## config.mk

```make
export PLATFORM = sky130hd
export DESIGN_NAME = alu_packet_ctrl
export DESIGN_NICKNAME = d
export VERILOG_FILES = /design/src/rtl/alu_packet_pkg.sv /design/src/rtl/alu_packet_outreg.sv /design/src/rtl/alu_packet_ctrl.sv
export SDC_FILE = /design/constraint.sdc
export NUM_CORES = 2
export LEC_CHECK = 0
export ABC_AREA = 1
export BUFFER_PORTS_ARGS = -buffer_cell sky130_fd_sc_hd__buf_4
export CORE_MARGIN = 3
export CORE_UTILIZATION = 40
export CTS_BUF_LIST = sky130_fd_sc_hd__clkbuf_16
export DETAILED_ROUTE_END_ITERATION = 10
export MAX_ROUTING_LAYER = met4
export SLEW_MARGIN = 20
export SYNTH_ARGS = -nofsm -noshare
export SYNTH_HDL_FRONTEND = slang
export SYNTH_HIERARCHICAL = 1
export SYNTH_SLANG_ARGS = --single-unit
```

## constraint.sdc

```tcl
create_clock -name clk_i -period 17.5 [get_ports clk_i]
set_input_delay 2.625 -clock clk_i [delete_from_list [all_inputs] [get_ports clk_i]]
set_output_delay 2.625 -clock clk_i [all_outputs]
set_load 0.01 [all_outputs]
```

## src/rtl/alu_packet_pkg.sv

```systemverilog
// alu_packet_pkg: parser states, opcode constants and header geometry for alu_packet_ctrl
package alu_packet_pkg;
  typedef enum logic [3:0] {
    S_IDLE, S_RSVD, S_LEN_LO, S_LEN_HI, S_ECHO, S_OPERAND, S_RESULT, S_DRAIN, S_ERR
  } state_e;
  localparam logic [7:0] OP_ECHO  = 8'hEC;
  localparam logic [7:0] OP_ADD   = 8'hA0;
  localparam logic [7:0] OP_MUL   = 8'hB0;
  localparam logic [7:0] ERR_BYTE = 8'hEE;
  localparam int HDR_BYTES = 4;
endpackage

```

## src/rtl/alu_packet_outreg.sv

```systemverilog
// alu_packet_outreg: single-entry AXI-stream output register (load_i/data_i in, tvalid_o/tdata_o/tready_i stream out, free_o when a load may be taken)
module alu_packet_outreg #(
  parameter int W = 8
) (
  input  logic         clk_i,
  input  logic         rst_ni,
  input  logic         load_i,
  input  logic [W-1:0] data_i,
  input  logic         tready_i,
  output logic         tvalid_o,
  output logic [W-1:0] tdata_o,
  output logic         free_o
);
  logic         valid_q;
  logic [W-1:0] data_q;
  always_ff @(posedge clk_i or negedge rst_ni)
    if (!rst_ni) begin
      valid_q <= 1'b0;
      data_q  <= '0;
    end else if (load_i) begin
      valid_q <= 1'b1;
      data_q  <= data_i;
    end else if (tready_i) begin
      valid_q <= 1'b0;
    end
  assign free_o   = !valid_q || tready_i;
  assign tvalid_o = valid_q;
  assign tdata_o  = data_q;
endmodule

```

## src/rtl/alu_packet_ctrl.sv

```systemverilog
// alu_packet_ctrl: request-stream packet engine (ECHO/ADD32/MUL32) with s_axis request in, m_axis response out, busy_o and packet_count_o
module alu_packet_ctrl
  import alu_packet_pkg::*;
#(
  parameter int DATA_WIDTH = 8,
  parameter int LEN_WIDTH  = 16
) (
  input  logic                  clk_i,
  input  logic                  rst_ni,
  input  logic [DATA_WIDTH-1:0] s_axis_tdata,
  input  logic                  s_axis_tvalid,
  output logic                  s_axis_tready,
  output logic [DATA_WIDTH-1:0] m_axis_tdata,
  output logic                  m_axis_tvalid,
  input  logic                  m_axis_tready,
  output logic                  busy_o,
  output logic [15:0]           packet_count_o
);
  state_e                state_q, state_d;
  logic [7:0]            op_q, op_d, len_lo_q, len_lo_d;
  logic [LEN_WIDTH-1:0]  cnt_q, cnt_d, len, pay;
  logic [31:0]           acc_q, acc_d, opnd_q, opnd_d;
  logic [1:0]            bcnt_q, bcnt_d, idx_q, idx_d;
  logic                  have_q, have_d;
  logic [15:0]           pkt_q;
  logic                  pkt_inc, load, out_free, s_xfer, is_arith;
  logic [DATA_WIDTH-1:0] load_data;
  assign len      = LEN_WIDTH'({s_axis_tdata, len_lo_q});
  assign pay      = len < LEN_WIDTH'(HDR_BYTES) ? '0 : len - LEN_WIDTH'(HDR_BYTES);
  assign is_arith = op_q == OP_ADD || op_q == OP_MUL;
  assign s_xfer   = s_axis_tvalid && s_axis_tready;
  always_comb
    unique case (state_q)
      S_IDLE, S_RSVD, S_LEN_LO, S_LEN_HI, S_OPERAND, S_DRAIN: s_axis_tready = rst_ni;
      S_ECHO:  s_axis_tready = rst_ni && out_free;
      default: s_axis_tready = 1'b0;
    endcase
  always_comb begin
    state_d   = state_q;
    op_d      = op_q;
    len_lo_d  = len_lo_q;
    cnt_d     = cnt_q;
    acc_d     = acc_q;
    opnd_d    = opnd_q;
    bcnt_d    = bcnt_q;
    have_d    = have_q;
    idx_d     = idx_q;
    pkt_inc   = 1'b0;
    load      = 1'b0;
    load_data = s_axis_tdata;
    unique case (state_q)
      S_IDLE: if (s_xfer) begin
        op_d    = s_axis_tdata;
        state_d = S_RSVD;
      end
      S_RSVD: if (s_xfer) state_d = S_LEN_LO;
      S_LEN_LO: if (s_xfer) begin
        len_lo_d = s_axis_tdata;
        state_d  = S_LEN_HI;
      end
      S_LEN_HI: if (s_xfer) begin
        cnt_d  = pay;
        acc_d  = '0;
        opnd_d = '0;
        bcnt_d = '0;
        idx_d  = '0;
        have_d = 1'b0;
        if (op_q == OP_ECHO) begin
          state_d = pay == '0 ? S_IDLE : S_ECHO;
          pkt_inc = pay == '0;
        end else if (is_arith) state_d = pay == '0 ? S_RESULT : S_OPERAND;
        else state_d = pay == '0 ? S_ERR : S_DRAIN;
      end
      S_ECHO: if (s_xfer) begin
        load    = 1'b1;
        cnt_d   = cnt_q - 1'b1;
        state_d = cnt_q == LEN_WIDTH'(1) ? S_IDLE : S_ECHO;
        pkt_inc = cnt_q == LEN_WIDTH'(1);
      end
      S_OPERAND: if (s_xfer) begin
        // Operand arrives LSB first, so each byte enters at the top and shifts down.
        opnd_d = {s_axis_tdata, opnd_q[31:8]};
        bcnt_d = bcnt_q + 1'b1;
        cnt_d  = cnt_q - 1'b1;
        if (bcnt_q == 2'd3) begin
          acc_d  = !have_q ? opnd_d : op_q == OP_ADD ? acc_q + opnd_d : acc_q * opnd_d;
          have_d = 1'b1;
        end
        state_d = cnt_q == LEN_WIDTH'(1) ? S_RESULT : S_OPERAND;
      end
      S_RESULT: if (out_free) begin
        load      = 1'b1;
        load_data = acc_q[8*idx_q +: 8];
        idx_d     = idx_q + 1'b1;
        state_d   = idx_q == 2'd3 ? S_IDLE : S_RESULT;
        pkt_inc   = idx_q == 2'd3;
      end
      S_DRAIN: if (s_xfer) begin
        cnt_d   = cnt_q - 1'b1;
        state_d = cnt_q == LEN_WIDTH'(1) ? S_ERR : S_DRAIN;
      end
      S_ERR: if (out_free) begin
        load      = 1'b1;
        load_data = ERR_BYTE;
        state_d   = S_IDLE;
        pkt_inc   = 1'b1;
      end
      default: state_d = S_IDLE;
    endcase
  end
  always_ff @(posedge clk_i or negedge rst_ni)
    if (!rst_ni) begin
      state_q  <= S_IDLE;
      op_q     <= '0;
      len_lo_q <= '0;
      cnt_q    <= '0;
      acc_q    <= '0;
      opnd_q   <= '0;
      bcnt_q   <= '0;
      idx_q    <= '0;
      have_q   <= 1'b0;
      pkt_q    <= '0;
    end else begin
      state_q  <= state_d;
      op_q     <= op_d;
      len_lo_q <= len_lo_d;
      cnt_q    <= cnt_d;
      acc_q    <= acc_d;
      opnd_q   <= opnd_d;
      bcnt_q   <= bcnt_d;
      idx_q    <= idx_d;
      have_q   <= have_d;
      pkt_q    <= pkt_q + {15'd0, pkt_inc};
    end
  alu_packet_outreg #(.W(DATA_WIDTH)) u_outreg (
    .clk_i   (clk_i),
    .rst_ni  (rst_ni),
    .load_i  (load),
    .data_i  (load_data),
    .tready_i(m_axis_tready),
    .tvalid_o(m_axis_tvalid),
    .tdata_o (m_axis_tdata),
    .free_o  (out_free)
  );
  assign busy_o         = state_q != S_IDLE || m_axis_tvalid;
  assign packet_count_o = pkt_q;
endmodule

```

Word-level counts from Yosys, hierarchy flattened
Index checks and enable logic that the tools add are counted.
{ "classes": {"addsub": 6, "n_mul": 1, "n_lt_le_gt_ge": 1, "eq_ne": 25, "shifts": 1, "mux": 54, "reduce_logical": 23} }
{ "op_table": {"columns": ["cell", "count"], "rows": [
  ["$mux W32", 6],
  ["$pmux W32 S2", 2],
  ["$mux W4", 13],
  ["$mux W16", 3],
  ["$pmux W4 S9", 1],
  ["$add A32 B32 Y32", 1],
  ["$mul A32 B32 Y32", 1],
  ["$pmux W16 S2", 1],
  ["$shiftx A32 B6 Y8", 1],
  ["$eq A8 B8 Y1 const B", 3],
  ["$ne A2 B2 Y1 const B", 10],
  ["$add A16 B1 Y16", 1],
  ["$eq A16 B1 Y1 const B", 1],
  ["$eq A4 B3 Y1 const B", 4],
  ["$logic_not A16 Y1", 1],
  ["$lt A16 B3 Y1 const B", 1],
  ["$mux W8", 2],
  ["$pmux W8 S2", 1],
  ["$sub A16 B1 Y16 const B", 1],
  ["$sub A16 B3 Y16 const B", 1],
  ["$mux W1", 11],
  ["$mux W2", 5],
  ["$mux W3", 3],
  ["$reduce_and A3 Y1", 3],
  ["other kinds (21)", 34]
]} }
{ "totals": {"reg_bits": 130, "in_bits": 12, "out_inout_bits": 27, "word_cells": 123} }

Logic depth before layout (Yosys ltp)
{ "logic_depth": {"depth_word": 8, "depth_mapped": 34, "ltp_nobuf": 33} }

Modules after synthesis
The synthesis kept the hierarchy.
{ "by_module_without_submodules": {"columns": ["mod", "n_inst", "cells_per_inst", "area_per_inst_um2", "seq_area_each_um2"], "rows": [
  ["alu_packet_ctrl", 1, 3434, 24907.6, 2827.7],
  ["alu_packet_outreg", 1, 38, 341.6, 225.2]
]} }

Least setup slack after synthesis
OpenSTA, ideal clock, no wires.
{ "synth_timing": {"path_type": "input-to-reg", "from": "in s_axis_tdata[0]", "to": "reg acc_q[30]", "setup_ps": 117, "arrival_time_ps": 8085, "t_required_ps": 17383, "path_slack_ps": 9299, "stages": 26, "path_buffers": 1, "path_cell_list": "buf_1 > nand2_1 > fa_1 > inv_1 > fa_1 > inv_1 > fa_1 > inv_1 > fa_1 > inv_1 > fa_1 > fa_1 > inv_1 > fa_1 > fa_1 > ha_1 > inv_1 > nor3_1 > nand2_1 > o2111a_1 > nand3_1 > nand2_1 > o21ai_0 > nand2_1 > nand2_1 > nand2_1"} }
{ "synth_between": {"elab_chain_len": 6, "elab_cells_between_ends": 7, "classes_between": "1 x add/sub; 1 x mul; 5 x mux"} }
{ "synth_rtl": {"columns": ["element", "line", "rtl"], "rows": [
  ["start: declaration", "alu_packet_ctrl.sv:10", "input logic [DATA_WIDTH-1:0] s_axis_tdata,"],
  ["$mul A32 B32 Y32 or $add A32 B32 Y32 (tied branches)", "alu_packet_ctrl.sv:86", "acc_d = !have_q ? opnd_d : op_q == OP_ADD ? acc_q + opnd_d : acc_q * opnd_d;"],
  ["$mux W32 (*) (2 in series)", "alu_packet_ctrl.sv:86", null],
  ["$mux W32 (*)", "alu_packet_ctrl.sv:85", "if (bcnt_q == 2'd3) begin"],
  ["$mux W32 (*)", "alu_packet_ctrl.sv:80", "S_OPERAND: if (s_xfer) begin"],
  ["$pmux W32 S2 (*)", "alu_packet_ctrl.sv:51", "unique case (state_q)"],
  ["end signal: assignment", "alu_packet_ctrl.sv:117", "acc_q <= '0;"],
  ["end signal: assignment", "alu_packet_ctrl.sv:128", "acc_q <= acc_d;"],
  ["end: declaration", "alu_packet_ctrl.sv:22", "logic [31:0] acc_q, acc_d, opnd_q, opnd_d;"]
]} }
Mark *: on every way between the ends. The rest lies on a longest branch, timed or not. The select of a mux whose other input is x is not followed.
A chain may end at the register's enable or synchronous reset.

Worst setup path after layout
{ "layout_timing": {"from": "in s_axis_tdata[0]", "to": "reg acc_q[31]"} }
The elaborated chain is that of the path after synthesis.

==> results.md <==
* Post-synthesis sequential area ratio at 12.1%
* Dpl hpwl at 63100 um
* Layout cells sized above 1 at 4.70%
* Post-CTS Resized at 0
* Worst setup SP type: input port
* Core Area at 62100 um2
* DR WL/cell at 19.1 um
* Top cells by count, synth: nand2_1, inv_1, fa_1
* Cells after synthesis at 3472
* R2r setup slk at 9.64 ns
* CP Class: in2reg
* P&R area growth vs syn at 6.85%
* Critical Path Sink Type: register
* Nets at 4018
* Max Cap Violations at 0
* FFs w/ async S/R, synth at 100%
* Syn_area_per_cell at 7.27 um2
* Synth top area share at 32.4%
* Hold endpoint: u_outreg/tdata_o[5]
* Fin crit period at 8.10 ns
* Pre-CTS setup slack at 8.99 ns
* Yosys warns at 6
* Cell taking the most area after synthesis: fa_1
* First-pass GRT wire length at 130000 um
* Clk slew on worst S/H paths at 0.06 ns
* Vias in the first global route at 21900
* Clk buf depth at 2
* Total number of vias at 21700
* Worst Hold Class: reg2reg
* Antenna violations before repair at 2
* CTS root buffer: clkbuf_16
* Initial DRC count at 1996
* Routed vias/inst at 5.06
* Worst slew pin tran at 1.02 ns
* Synth area leaders: fa_1, nand2_1, inv_1
* GPL Wtd Cong at 0.992
* Worst Skew at 0.0108 ns
* Status: completed
* Die W at 257 um
* Initial Util at 40.7%
* TritonCTS buffer count at 17
* CTS sink count at 122
* Row Count at 91
* Reg2reg path depth at 27
* Post-synthesis cell type count at 59
* PortBufs at 38
* Reg2Reg Capture Point: acc_q[26]
* Arrival @ worst endpoint at 8.42 ns
* CTS tree: done
* H-tree Lvls at 4
* DRT Pass-1 Iters at 6
* Start of the worst register-to-register path: acc_q[11]
* Synth Register Bits at 122
* Ys flop type: dfrtp_1
* Most frequent cell after synthesis: nand2_1
* Critical Path RT at 17.82 ns
* Overflow after GRT at 0
* Hold_buf cts at 0
* # fillers at 6450
* Depth of the worst hold-timing path at 2
* Drt drc at 0
* Post-synthesis net count at 4056
* Slew Viols, Final at 0
* Unrepaired setup endpoints after global routing: false
* Routed Wire Length at 82000 um
* Setup crit start: s_axis_tdata[0]
* Finished Layout Cells at 4286
* Synth Cell Area at 25200 um2
* Setup Fix Bufs, Post-CTS at 0
* Setup-failing EPs final at 0
* Largest net degree at the start of global routing at 72
* Die ar. at 66200 um2
* GRT Overall Usage at 26.2%
* I/O pins at 39
* Hold Vio Cnt, Final at 0
* Worst-path fanout max at 14
* Chip height at 257 um
* Period utilization at 46.3%
* Final ANT Viol Nets at 0
* Dpl cells at 4252
* Hold_sp: u_outreg/tdata_o[5]
* Achievable frequency at 0.123 GHz
* Worst Slack Setup Final at 9.40 ns
* Rel. slew slack at 32.0%
* EDFF count, synth at 0
* Final TNS setup at 0 ns
* Clock Latency Late Sink at 0.44 ns
-- per-stage QoR --
step / utilization, % / instance area, um2 / hold slack [ns]
floorplan: - / 25200 / 0.453
finish: 43.5 / 27000 / 0.474
global placement: 42.5 / 26400 / 0.458
CTS: 43.5 / 27000 / 0.478
global route: 43.5 / 27000 / 0.504
detailed placement: 42.5 / 26400 / 0.464
-- logic make-up after synthesis --
group / Yosys count / share of synthesized area, %
and+or+nand+nor: 1258 / 20.4
buffers and inverters: 1063 / 16.1
adders and majority gates: 572 / 40.5
xor gates and xnor gates: 52 / 1.80
AOI/OAI and AO/OA: 405 / 9.12
DFF: 122 / 12.1
-- registers in the layout, indices dropped and copies added, names as in the netlist --
name	count
acc_q	32
u_outreg/tdata_o	8
packet_count_o	16
cnt_q	16
opnd_q	24
u_outreg/tvalid_o	1
state_q	4
len_lo_q	8
op_q	8
idx_q	2
bcnt_q	2
have_q	1
-- final cells by class --
class | count | area (um2) | area share [%]
multi-input cells | 2287 | 18100 | 67.2
diodes | 2 | 5.00 | 0.0186
well taps | 837 | 1050 | 3.88
repair buffers | 89 | 668 | 2.48
flip-flops and latches | 122 | 3050 | 11.3
clock buffers | 17 | 425 | 1.58
inverters | 917 | 3440 | 12.8
clock inverters | 15 | 193 | 0.714
-- worst max-delay path, cell delays in order --
cell	delay [ns]
buf_4	0.18
nand2_1	0.07
inv_1	0.06
fa_1	0.49
inv_1	0.05
fa_1	0.49
inv_1	0.05
fa_1	0.51
fa_1	0.50
inv_1	0.05
fa_1	0.45
fa_1	0.51
fa_1	0.44
fa_1	0.50
inv_1	0.04
ha_1	0.34
nand2_1	0.09
nor2_1	0.14
nand4_1	0.11
nand3b_1	0.19
nand2_1	0.11
inv_1	0.04
nand3_1	0.07
nand3_1	0.07
nand2_1	0.07
nand2_1	0.05
nand2_1	0.07
nand2_1	0.05
-- how the worst max path moves through the flow --
stage | slack (ns) | endpoint
after floorplan | 9.30 | acc_q[30]
after global placement | 8.98 | acc_q[31]
after detailed placement | 8.99 | acc_q[30]
after CTS | 9.44 | acc_q[31]
after global routing | 9.00 | acc_q[31]
final | 9.40 | acc_q[31]
-- cell usage in the layout, fill, tap and decap left out, types with 89 or more instances in the layout --
cell	instances
nand2_1	930
inv_1	907
fa_1	409
ha_1	163
o21ai_0	154
a21oi_1	130
nor2_1	125
dfrtp_1	121
nand3_1	110
buf_4	89
-- layer usage --
| metal | part of all wire, % | vias to the layer above | global-route usage (%) | routed length (um) |
|---|---|---|---|---|
| li1 | - | 10200 | - | - |
| met1 | 44 | 10600 | 35.6 | 35900 |
| met2 | 46 | 795 | 41.1 | 37500 |
| met3 | 8.0 | 122 | 4.69 | 6570 |
| met4 | 2.5 | 0 | 6.13 | 2020 |
| met5 | 0 | - | - | 0 |
Power is left out: the tool's default activity adds up to more than one toggle a clock period on the data nets, which glitch-free logic cannot reach.
